==> config.mk <==
export PLATFORM = sky130hd
export DESIGN_NAME = fetch_issue_buffer
export DESIGN_NICKNAME = d
export VERILOG_FILES = /design/src/rtl/fetch_issue_buffer.sv
export SDC_FILE = /design/constraint.sdc
export NUM_CORES = 1
export LEC_CHECK = 0
export CORE_MARGIN = 8
export CORE_UTILIZATION = 47
export CTS_CLUSTER_SIZE = 28
export DETAILED_ROUTE_END_ITERATION = 12
export DONT_BUFFER_PORTS = 1
export PLACE_DENSITY_LB_ADDON = 0.08
export SYNTH_ARGS = -nofsm -noshare
export SYNTH_HDL_FRONTEND = slang
export SYNTH_SLANG_ARGS = --single-unit
==> constraint.sdc <==
create_clock -name clk -period 14.5 [get_ports clk]
set_clock_uncertainty 0.2 [all_clocks]
set_input_delay 4.35 -clock clk [delete_from_list [all_inputs] [get_ports clk]]
set_output_delay 4.35 -clock clk [all_outputs]
set_load 0.005 [all_outputs]
==> src/rtl/fetch_issue_buffer.sv <==
// fetch_issue_buffer: dual-lane fetch-to-decode instruction queue; optional intra-pair RAW split under BUFFER_DEP_CHECK_EN
module fetch_issue_buffer #(
  parameter int DEPTH      = 8,
  parameter int DEPTH_LOG2 = 3,
  parameter int INST_WIDTH = 32,
  parameter int PC_WIDTH   = 32
) (
  input  logic                  clk,
  input  logic                  rst_n,
  input  logic                  Fetch_Valid_0,
  input  logic                  Fetch_Valid_1,
  input  logic [INST_WIDTH-1:0] Fetch_Inst_0,
  input  logic [INST_WIDTH-1:0] Fetch_Inst_1,
  input  logic [PC_WIDTH-1:0]   Fetch_Pc_0,
  input  logic [PC_WIDTH-1:0]   Fetch_Pc_1,
  output logic                  Buffer_Ready,
  input  logic                  DecodeHazard_StallReq,
  input  logic                  Flush,
  output logic                  Buffer_Valid_0,
  output logic                  Buffer_Valid_1,
  output logic [INST_WIDTH-1:0] Buffer_Inst_0,
  output logic [INST_WIDTH-1:0] Buffer_Inst_1,
  output logic [PC_WIDTH-1:0]   Buffer_Pc_0,
  output logic [PC_WIDTH-1:0]   Buffer_Pc_1,
  output logic [DEPTH_LOG2:0]   Buffer_Count
);
  localparam logic [INST_WIDTH-1:0] NOP = INST_WIDTH'(32'h0000_0013);
  localparam logic [DEPTH_LOG2:0] READY_MAX = (DEPTH_LOG2+1)'(DEPTH - 2);
  logic [INST_WIDTH-1:0] inst_q [DEPTH];
  logic [PC_WIDTH-1:0]   pc_q [DEPTH];
  logic [DEPTH_LOG2-1:0] head_q, head_d, tail_q, tail_d, head_1, tail_1;
  logic [DEPTH_LOG2:0]   count_q, count_d;
  logic [1:0]            push_n, pop_n;
  logic [INST_WIDTH-1:0] h0, h1;
  logic                  dep;
  assign head_1 = head_q + DEPTH_LOG2'(1);
  assign tail_1 = tail_q + DEPTH_LOG2'(1);
  assign h0 = inst_q[head_q];
  assign h1 = inst_q[head_1];
`ifdef BUFFER_DEP_CHECK_EN
  // Lane 1 is held back when it reads the register lane 0 writes; stores and branches write no rd.
  assign dep = h0[6:0] != 7'b0100011 && h0[6:0] != 7'b1100011 && h0[11:7] != 5'd0 &&
               (h1[19:15] == h0[11:7] || h1[24:20] == h0[11:7]);
`else
  assign dep = 1'b0;
`endif
  assign Buffer_Ready   = count_q <= READY_MAX;
  assign Buffer_Count   = count_q;
  assign Buffer_Valid_0 = count_q != '0;
  assign Buffer_Valid_1 = count_q >= (DEPTH_LOG2+1)'(2) && !dep;
  assign Buffer_Inst_0  = Buffer_Valid_0 ? h0 : NOP;
  assign Buffer_Inst_1  = Buffer_Valid_1 ? h1 : NOP;
  assign Buffer_Pc_0    = Buffer_Valid_0 ? pc_q[head_q] : '0;
  assign Buffer_Pc_1    = Buffer_Valid_1 ? pc_q[head_1] : '0;
  // Next-state pointers and occupancy; flush overrides push, pop and stall.
  always_comb begin
    push_n  = Buffer_Ready ? {1'b0, Fetch_Valid_0} + {1'b0, Fetch_Valid_1} : 2'd0;
    pop_n   = DecodeHazard_StallReq ? 2'd0 : {1'b0, Buffer_Valid_0} + {1'b0, Buffer_Valid_1};
    head_d  = Flush ? '0 : head_q + DEPTH_LOG2'(pop_n);
    tail_d  = Flush ? '0 : tail_q + DEPTH_LOG2'(push_n);
    count_d = Flush ? '0 : count_q + (DEPTH_LOG2+1)'(push_n) - (DEPTH_LOG2+1)'(pop_n);
  end
  // Pointer and count registers with synchronous active-low reset.
  always_ff @(posedge clk) begin
    if (!rst_n) begin
      head_q  <= '0;
      tail_q  <= '0;
      count_q <= '0;
    end else begin
      head_q  <= head_d;
      tail_q  <= tail_d;
      count_q <= count_d;
    end
  end
  // Entry storage is never reset; lane 0 lands at tail, lane 1 at tail+1.
  always_ff @(posedge clk) begin
    if (rst_n && !Flush && push_n != 2'd0) begin
      inst_q[tail_q] <= Fetch_Inst_0;
      pc_q[tail_q]   <= Fetch_Pc_0;
    end
    if (rst_n && !Flush && push_n == 2'd2) begin
      inst_q[tail_1] <= Fetch_Inst_1;
      pc_q[tail_1]   <= Fetch_Pc_1;
    end
  end
endmodule

==> flow_metrics.env, run 1 <==
export IMPL_synthArstFlopShare_pct=0
export IMPL_powerDensity_nw_per_um2=126
export IMPL_max_stage_delay_ps=910
export IMPL_dp_worst_setup_slack_ps=5550
export IMPL_htree_num_levels=2
export IMPL_slew_viol_final=0
export IMPL_fmax_ghz=0.104
export IMPL_hp_class="reg2reg"
export IMPL_crit_path_max_fanout=72
export IMPL_r2r_start="Buffer_Count[3]"
export IMPL_final_cells=3205
export IMPL_netlist_instances=2380
export IMPL_setup_viol=0
export IMPL_numPortBuffers=0
export IMPL_nFillCells=5494
export IMPL_synth_area_um2=30300
export IMPL_post_synth_main_area_contributors="edfxtp_1, mux2_2, mux4_2"
export IMPL_drtIter0Drc=1859
export IMPL_seq_area_frac_synth_pct=51.4
export IMPL_gp_congestion=0.796
export IMPL_slowest_stage="xor2_4"
export IMPL_drive_gt1_share_pct=32.1
export IMPL_avgSynthCellArea_um2=12.7
export IMPL_coreArea_um2=64100
export IMPL_drt_total_wl_um=99400
export IMPL_grt_antenna_before_repair=1
export IMPL_dp_cells=3093
export IMPL_design_die_area_um2=72900
export IMPL_syn_to_final_growth_pct=8.43
export IMPL_first_global_vias=20853
export IMPL_tightest_slew_ps=1210
export IMPL_clkSlewWorstSetupHoldPaths_ps=60
export IMPL_cp_common_cell="buf_4"
export IMPL_hold_violations=0
export IMPL_arrival_ps=5050
export IMPL_wl_per_cell_um=31.0
export IMPL_fin_nets=2449
export IMPL_synth_seq_cells=522
export IMPL_cts_sinks=522
export IMPL_grt_pass1_wl_um=144000
export IMPL_finalCriticalPeriod_ps=9600
export IMPL_post_cts_buffers=0
export IMPL_clockBufferDepth=3
export IMPL_num_io_pins=269
export IMPL_cts_buffers=59
export IMPL_final_util_pct=51.3
export IMPL_status="finished, final reports clean"
export IMPL_synth_common_cells="edfxtp_1, nand2_1, mux2_2"
export IMPL_vias_per_cell=6.41
export IMPL_drc_errors=0
export IMPL_reg2reg_depth=7
export IMPL_yosysWarnings=0
export IMPL_rsz0062_at_grt="no"
export IMPL_ys_flop_type="edfxtp_1"
export IMPL_synth_cell_types=35
export IMPL_die_h_um=270
export IMPL_critPathRequiredTime_ps=9950
export IMPL_netlist_area_leader_share_pct=50.7
export IMPL_p_leak_nw=11.1
export IMPL_start_kind="register"
export IMPL_hold_end="tail_q[2]"
export IMPL_cts_repair_resize_count=0
export IMPL_start_util_pct=47.3
export IMPL_ant_nets=0
export IMPL_root_buffer="clkbuf_16"
export IMPL_min_from="tail_q[2]"
export IMPL_criticalPathCategory="reg2out"
export IMPL_endpoint_kind="output pin"
export IMPL_crit_chain="ha_1 > xor2_4 > buf_4 > buf_4 > nand2_1 > a21oi_1 > or4_1"
export IMPL_hold_buffers=0
export IMPL_drv_cap=0
export IMPL_timing_final_crit_share_pct=66.2
export IMPL_worst_slack_ps=4900
export IMPL_whs_path_depth=2
export IMPL_dp_hpwl_um=53300
export IMPL_clkLatencyLatePin_ps=620
export IMPL_grt_overflow_total=0
export IMPL_first_pass_iters=5
export IMPL_rrSetupSlack_ps=9950
export IMPL_setup_tns_ps=0
export IMPL_synth_largest_area_cell="edfxtp_1"
export IMPL_vias=20529
export IMPL_synth_edf_count=512
export IMPL_vdd_ir_drop_max_mv=0.113
export IMPL_grt_max_degree=98
export IMPL_die_w_um=270
export IMPL_cts_tree="yes"
export IMPL_synth_most_common_cell="edfxtp_1"
export IMPL_timing_rr_end="pc_q[7][6]"
export IMPL_relSlewSlack_pct=19.5
export IMPL_track_usage_pct=26.3
export IMPL_synth_nets=2530
export IMPL_row_count=93
-- layout by cell type (no fill, tap or decap), types with 9 or more instances in the layout --
master	count
inv_1	11
nor2_1	76
mux4_2	128
edfxtp_1	512
nand2_1	492
buf_4	39
clkinv_1	17
a21oi_1	245
mux2_1	40
ha_1	13
clkbuf_16	60
mux2i_1	64
clkinv_2	9
or4_1	62
clkbuf_1	19
mux2_2	484
-- metrics by stage --
stage	cell area [µm²]	power [mW]	hold WS [ps]
finish	32900	4.14	430
global route	32900	4.29	467
CTS	32900	4.19	428
detailed placement	31100	2.76	410
global placement	31100	2.75	415
floorplan	30300	2.37	369
-- where the power goes --
| group | switching (mW) | total [mW] | internal [mW] |
|---|---|---|---|
| combinational | 0.645 | 0.974 | 0.330 |
| sequential | 0.0418 | 1.74 | 1.69 |
| clock | 0.624 | 1.43 | 0.810 |
| total | 1.31 | 4.14 | 2.83 |
-- worst max path at each step --
stage / start / to / slack, ps / depth (start not counted)
3_5_place_dp: head_q[0] / Buffer_Inst_1[13] / 5550 / 7
3_3_place_gp: head_q[0] / Buffer_Inst_1[6] / 5690 / 7
6_report: head_q[0] / Buffer_Inst_1[13] / 4900 / 7
2_1_floorplan: Fetch_Valid_0 / inst_q[0][0] / 1950 / 4
5_1_grt: head_q[0] / Buffer_Inst_1[5] / 4670 / 7
4_1_cts: head_q[0] / Buffer_Inst_1[11] / 4860 / 7
-- sequential cells by signal, summed over array words and instances (netlist names) --
register,count
inst_q,256
Buffer_Count,4
pc_q,256
tail_q,3
head_q,3
-- critical path, delay by kind of cell, from the launching register on --
family,cells,cell delay [ps]
AND/OR/NAND/NOR,2,390
adder cells (fa/ha/maj),1,420
AO/OA/AOI/OAI,1,180
buffers and inverters,2,1550
XOR/XNOR,1,910
flip-flops,1,880
-- layout make-up --
class	instances	area, µm²	share of cell area (%)
Antenna cell	1	2.50	0.00761
Clock buffer	79	1570	4.78
Clock inverter	32	233	0.708
Inverter	11	41.3	0.126
Multi-Input combinational cell	1666	14100	42.8
Sequential cell	522	15600	47.4
Tap cell	855	1070	3.25
Timing Repair Buffer	39	293	0.891
-- per-layer routing --
metal / share of wire [%] / GRT usage [%]
met2: 50 / 44.9
met3: 9.0 / 6.34
met5: 0 / 0
met4: 2.7 / 7.72
met1: 39 / 33.0
-- cell families (layout without fill, tap and decap cells) --
kind of cell	after synthesis	in the layout	share of synthesized area (%)
mux	716	716	31.1
buf+inv	192	161	2.86
other cells	0	1	0
fa+ha+maj	16	16	0.735
compound gates	262	262	4.42
simple gates	663	663	9.29
xor+xnor	9	9	0.260
flops	522	522	51.4
(Power assumes the default switching activity.)
==> run 2: changes to the inputs <==
- clock period: 14.5 -> 8.1 ns (I/O delays scaled with it)
==> flow_metrics.env, run 2 (synthesis results as in run 1) <==
export IMPL_fin_nets=2446
export IMPL_final_cells=3196
export IMPL_crit_cells=5
export IMPL_syn_to_final_growth_pct=8.71
export IMPL_hp_class="reg2reg"
export IMPL_htree_num_levels=2
export IMPL_track_usage_pct=25.3
export IMPL_worst_slack_ps=1600
export IMPL_criticalPathCategory="reg2out"
export IMPL_powerDensity_nw_per_um2=225
export IMPL_crit_buf_inv=1
export IMPL_num_io_pins=269
export IMPL_seqPwrFrac_pct=41.8
export IMPL_final_cell_mix="edfxtp_1, nand2_1, mux2_2, a21oi_1, mux4_2"
export IMPL_grt_antenna_before_repair=1
export IMPL_layout_commonest_cell="edfxtp_1"
export IMPL_final_area_um2=33000
export IMPL_multi_input_comb_area_um2=14100
export IMPL_setup_tns_ps=0
export IMPL_power_switching_mw=2.29
export IMPL_max_stage_delay_ps=840
export IMPL_wl_per_cell_um=29.9
export IMPL_p_comb_share_pct=22.4
export IMPL_p_sw_share_pct=30.8
export IMPL_dp_cells=3089
export IMPL_p_leak_nw=11.1
export IMPL_dp_hpwl_um=53600
export IMPL_drc_errors=0
export IMPL_pwr_share_clk_pct=35.8
export IMPL_rrSetupSlack_ps=3910
export IMPL_cts_tree="yes"
export IMPL_status="finished, final reports clean"
export IMPL_relSlewSlack_pct=18.2
export IMPL_crit_chain="ha_1 > or3b_4 > buf_4 > a21oi_1 > or4_1"
export IMPL_crit_start="head_q[0]"
export IMPL_gp_congestion=0.789
export IMPL_first_pass_iters=6
export IMPL_timing_final_crit_share_pct=80.3
export IMPL_antenna_cells=0
export IMPL_die_w_um=270
export IMPL_first_global_vias=21048
export IMPL_start_util_pct=47.3
export IMPL_min_from="tail_q[2]"
export IMPL_crit_path_max_fanout=48
export IMPL_tightest_slew_ps=1230
export IMPL_setup_viol=0
export IMPL_coreArea_um2=64100
export IMPL_seq_area_um2=15600
export IMPL_final_util_pct=51.4
export IMPL_power_mw=7.43
export IMPL_hold_end="tail_q[2]"
export IMPL_whs_path_depth=2
export IMPL_grt_pass1_wl_um=140000
export IMPL_nFillCells=5568
export IMPL_p_int_mw=5.14
export IMPL_grt_overflow_total=0
export IMPL_cts_buffers=60
export IMPL_numPortBuffers=0
export IMPL_drt_total_wl_um=95500
export IMPL_arrival_ps=3870
export IMPL_hold_violations=0
export IMPL_finalCriticalPeriod_ps=6500
export IMPL_fmax_ghz=0.154
export IMPL_rsz0062_at_grt="no"
export IMPL_cts_repair_resize_count=0
export IMPL_dp_worst_setup_slack_ps=2100
export IMPL_vias=20263
export IMPL_critPathRequiredTime_ps=5470
export IMPL_vdd_ir_drop_max_mv=0.172
export IMPL_root_buffer="clkbuf_16"
export IMPL_clockBufferDepth=3
export IMPL_drive_gt1_share_pct=32.1
export IMPL_clkLatencyLatePin_ps=620
export IMPL_r2r_start="tail_q[0]"
export IMPL_drtIter0Drc=1851
export IMPL_clkSlewWorstSetupHoldPaths_ps=60
export IMPL_endpoint_kind="output pin"
export IMPL_timing_rr_end="inst_q[5][7]"
export IMPL_row_count=93
export IMPL_start_kind="register"
export IMPL_post_cts_buffers=0
export IMPL_holdWs_ps=462
export IMPL_drv_cap=0
export IMPL_grt_max_degree=221
export IMPL_crit_family="simple AND/OR/NAND/NOR gates"
export IMPL_ant_nets=0
export IMPL_slowest_stage="or3b_4"
export IMPL_reg2reg_depth=6
export IMPL_die_h_um=270
export IMPL_hold_buffers=0
export IMPL_place_area_um2=31100
export IMPL_vias_per_cell=6.34
export IMPL_slew_viol_final=0
export IMPL_design_die_area_um2=72900
export IMPL_cts_sinks=522
run 2: cell types whose count changed in the layout (fill, tap and decap cells not counted), moves of 3 or more:
cell	before	now
clkinv_1	17	14
clkbuf_1	19	15
buf_12	0	5
buf_4	39	30
run 2: worst max path at each step:
stage / endpoint / slack, ps
2_1_floorplan: inst_q[3][0] / -460
3_3_place_gp: inst_q[5][11] / 2170
3_5_place_dp: inst_q[5][11] / 2100
4_1_cts: Buffer_Inst_1[22] / 1590
5_1_grt: Buffer_Inst_1[13] / 1430
6_report: Buffer_Inst_1[15] / 1600
run 2: power by group through the flow:
stage	sequential, mW	combinational [mW]	clock, mW
after floorplan	3.12	1.13	0
after global placement	3.16	1.66	0
after detailed placement	3.16	1.69	0
after CTS	3.10	1.69	2.70
after global routing	3.11	1.80	2.80
final	3.10	1.67	2.66
run 2: metal layers:
| layer | vias to the layer above | GRT usage (%) | share of wire, % |
|---|---|---|---|
| met2 | 853 | 43.1 | 49 |
| met3 | 182 | 6.23 | 8.5 |
| met5 | - | 0 | 0 |
| met4 | 0 | 8.17 | 3.2 |
| met1 | 10391 | 31.5 | 39 |
| li1 | 8837 | - | - |
run 2: cell type report:
type / instances / share of cell area [%]
clock buffer: 76 / 4.80
clock inverter: 31 / 0.831
inverter: 11 / 0.125
multi-input combinational: 1666 / 42.7
sequential: 522 / 47.3
tap: 855 / 3.25
timing repair buffer: 35 / 0.987
run 2: worst register-to-register path, cell delays in order (launching register included):
cell and delay [ps]:
dfxtp_1 620, ha_1 340, or3b_2 490, nor2_1 260, and2_4 580, o21bai_4 510, buf_4 800
==> run 3: changes to the inputs <==
- clock period: 8.1 -> 5.5 ns (I/O delays scaled with it)
==> flow_metrics.env, run 3 (synthesis results as in run 1) <==
export IMPL_num_io_pins=269
export IMPL_tightest_slew_ps=1080
export IMPL_cts_tree="yes"
export IMPL_start_util_pct=47.3
export IMPL_first_global_vias=21264
export IMPL_p_int_mw=7.54
export IMPL_r2r_start="Buffer_Count[2]"
export IMPL_arrival_ps=3400
export IMPL_dp_hpwl_um=54500
export IMPL_crit_family="XOR/XNOR gates"
export IMPL_fin_nets=2468
export IMPL_hp_class="reg2reg"
export IMPL_worst_slack_ps=248
export IMPL_cts_buffers=59
export IMPL_dp_cells=3112
export IMPL_gp_congestion=0.801
export IMPL_dr_wl_met3_um=7890
export IMPL_row_count=93
export IMPL_max_stage_delay_ps=810
export IMPL_start_kind="register"
export IMPL_slew_viol_final=0
export IMPL_seqPwrFrac_pct=41.4
export IMPL_p_leak_nw=11.3
export IMPL_place_area_um2=31500
export IMPL_root_buffer="clkbuf_16"
export IMPL_setup_tns_ps=0
export IMPL_grt_overflow_total=0
export IMPL_first_pass_iters=5
export IMPL_cts_repair_resize_count=0
export IMPL_ant_nets=0
export IMPL_whs_path_depth=2
export IMPL_crit_chain="ha_1 > xor2_4 > buf_4 > nand2_1 > a21oi_1 > or4_1"
export IMPL_grt_pass1_wl_um=142000
export IMPL_antenna_cells=0
export IMPL_wl_met1_um=37500
export IMPL_power_switching_mw=3.39
export IMPL_grt_antenna_before_repair=0
export IMPL_cts_sinks=522
export IMPL_numPortBuffers=0
export IMPL_drt_total_wl_um=97600
export IMPL_pwr_share_clk_pct=34.8
export IMPL_layout_commonest_cell="edfxtp_1"
export IMPL_rrSetupSlack_ps=1860
export IMPL_clkLatencyLatePin_ps=610
export IMPL_reg2reg_depth=15
export IMPL_power_mw=10.9
export IMPL_track_usage_pct=25.9
export IMPL_die_h_um=270
export IMPL_min_from="tail_q[2]"
export IMPL_status="finished, final reports clean"
export IMPL_timing_rr_end="Buffer_Count[2]"
export IMPL_holdWs_ps=426
export IMPL_dr_max_layer_used="met4"
export IMPL_vias_per_cell=6.34
export IMPL_syn_to_final_growth_pct=9.95
export IMPL_final_area_um2=33300
export IMPL_p_sw_share_pct=31.0
export IMPL_final_cells=3221
export IMPL_finalCriticalPeriod_ps=5250
export IMPL_coreArea_um2=64100
export IMPL_crit_buf_inv=1
export IMPL_criticalPathCategory="reg2out"
export IMPL_drc_errors=0
export IMPL_setup_viol=0
export IMPL_clkSlewWorstSetupHoldPaths_ps=60
export IMPL_drive_gt1_share_pct=33.0
export IMPL_critPathRequiredTime_ps=3650
export IMPL_clockBufferDepth=3
export IMPL_htree_num_levels=2
export IMPL_timing_final_crit_share_pct=95.5
export IMPL_endpoint_kind="output pin"
export IMPL_grt_max_degree=137
export IMPL_slowest_stage="xor2_4"
export IMPL_vias=20422
export IMPL_fmax_ghz=0.190
export IMPL_wl_per_cell_um=30.3
export IMPL_hold_buffers=0
export IMPL_powerDensity_nw_per_um2=328
export IMPL_drtIter0Drc=1742
export IMPL_design_die_area_um2=72900
export IMPL_rsz0062_at_grt="no"
export IMPL_dp_worst_setup_slack_ps=916
export IMPL_p_comb_share_pct=23.7
export IMPL_crit_path_max_fanout=48
export IMPL_vdd_ir_drop_max_mv=0.309
export IMPL_die_w_um=270
export IMPL_drv_cap=0
export IMPL_hold_end="tail_q[2]"
export IMPL_nFillCells=5528
export IMPL_hold_violations=0
export IMPL_relSlewSlack_pct=27.9
export IMPL_post_cts_buffers=0
export IMPL_met2WireLength_um=48600
export IMPL_final_cell_mix="edfxtp_1, nand2_1, mux2_2, a21oi_1, mux4_2"
export IMPL_final_util_pct=52.0
run 3: worst max path at each step:
stage / from / endpoint / cells past startpoint
2_1_floorplan: Fetch_Valid_0 / inst_q[2][0] / 4
3_3_place_gp: Buffer_Count[2] / Buffer_Inst_1[5] / 7
3_5_place_dp: head_q[0] / Buffer_Pc_1[12] / 6
4_1_cts: head_q[0] / Buffer_Pc_1[12] / 6
5_1_grt: head_q[0] / Buffer_Pc_1[14] / 7
6_report: head_q[0] / Buffer_Pc_1[12] / 6
run 3: layer usage:
layer	up-vias	global-route usage [%]
met4	0	9.75
met1	10417	31.4
met3	229	5.61
met5	-	0
li1	8867	-
met2	909	44.8
run 3: final cells by class:
class	instances	area, µm²	share of cell area (%)
sequential	522	15600	46.8
multi-input combinational	1666	14100	42.2
clock buffer	69	1540	4.60
tap	855	1070	3.21
timing repair buffer	58	723	2.17
clock inverter	40	298	0.893
inverter	11	41.3	0.124
run 3: power by group through the flow:
stage | registers, mW | clock network, mW | logic [mW]
5_1_grt | 4.54 | 4.02 | 2.78
4_1_cts | 4.53 | 3.88 | 2.65
2_1_floorplan | 4.58 | 0 | 1.66
3_5_place_dp | 4.61 | 0 | 2.64
3_3_place_gp | 4.61 | 0 | 2.61
6_report | 4.53 | 3.81 | 2.60
run 3: worst reg2reg max path: cells and delay by family, from the launching register on:
kind | cells | cell delay, ps
buffers and inverters | 5 | 820
adder cells (fa/ha/maj) | 5 | 1300
AND/OR/NAND/NOR | 4 | 710
XOR/XNOR | 1 | 160
flip-flops | 1 | 340
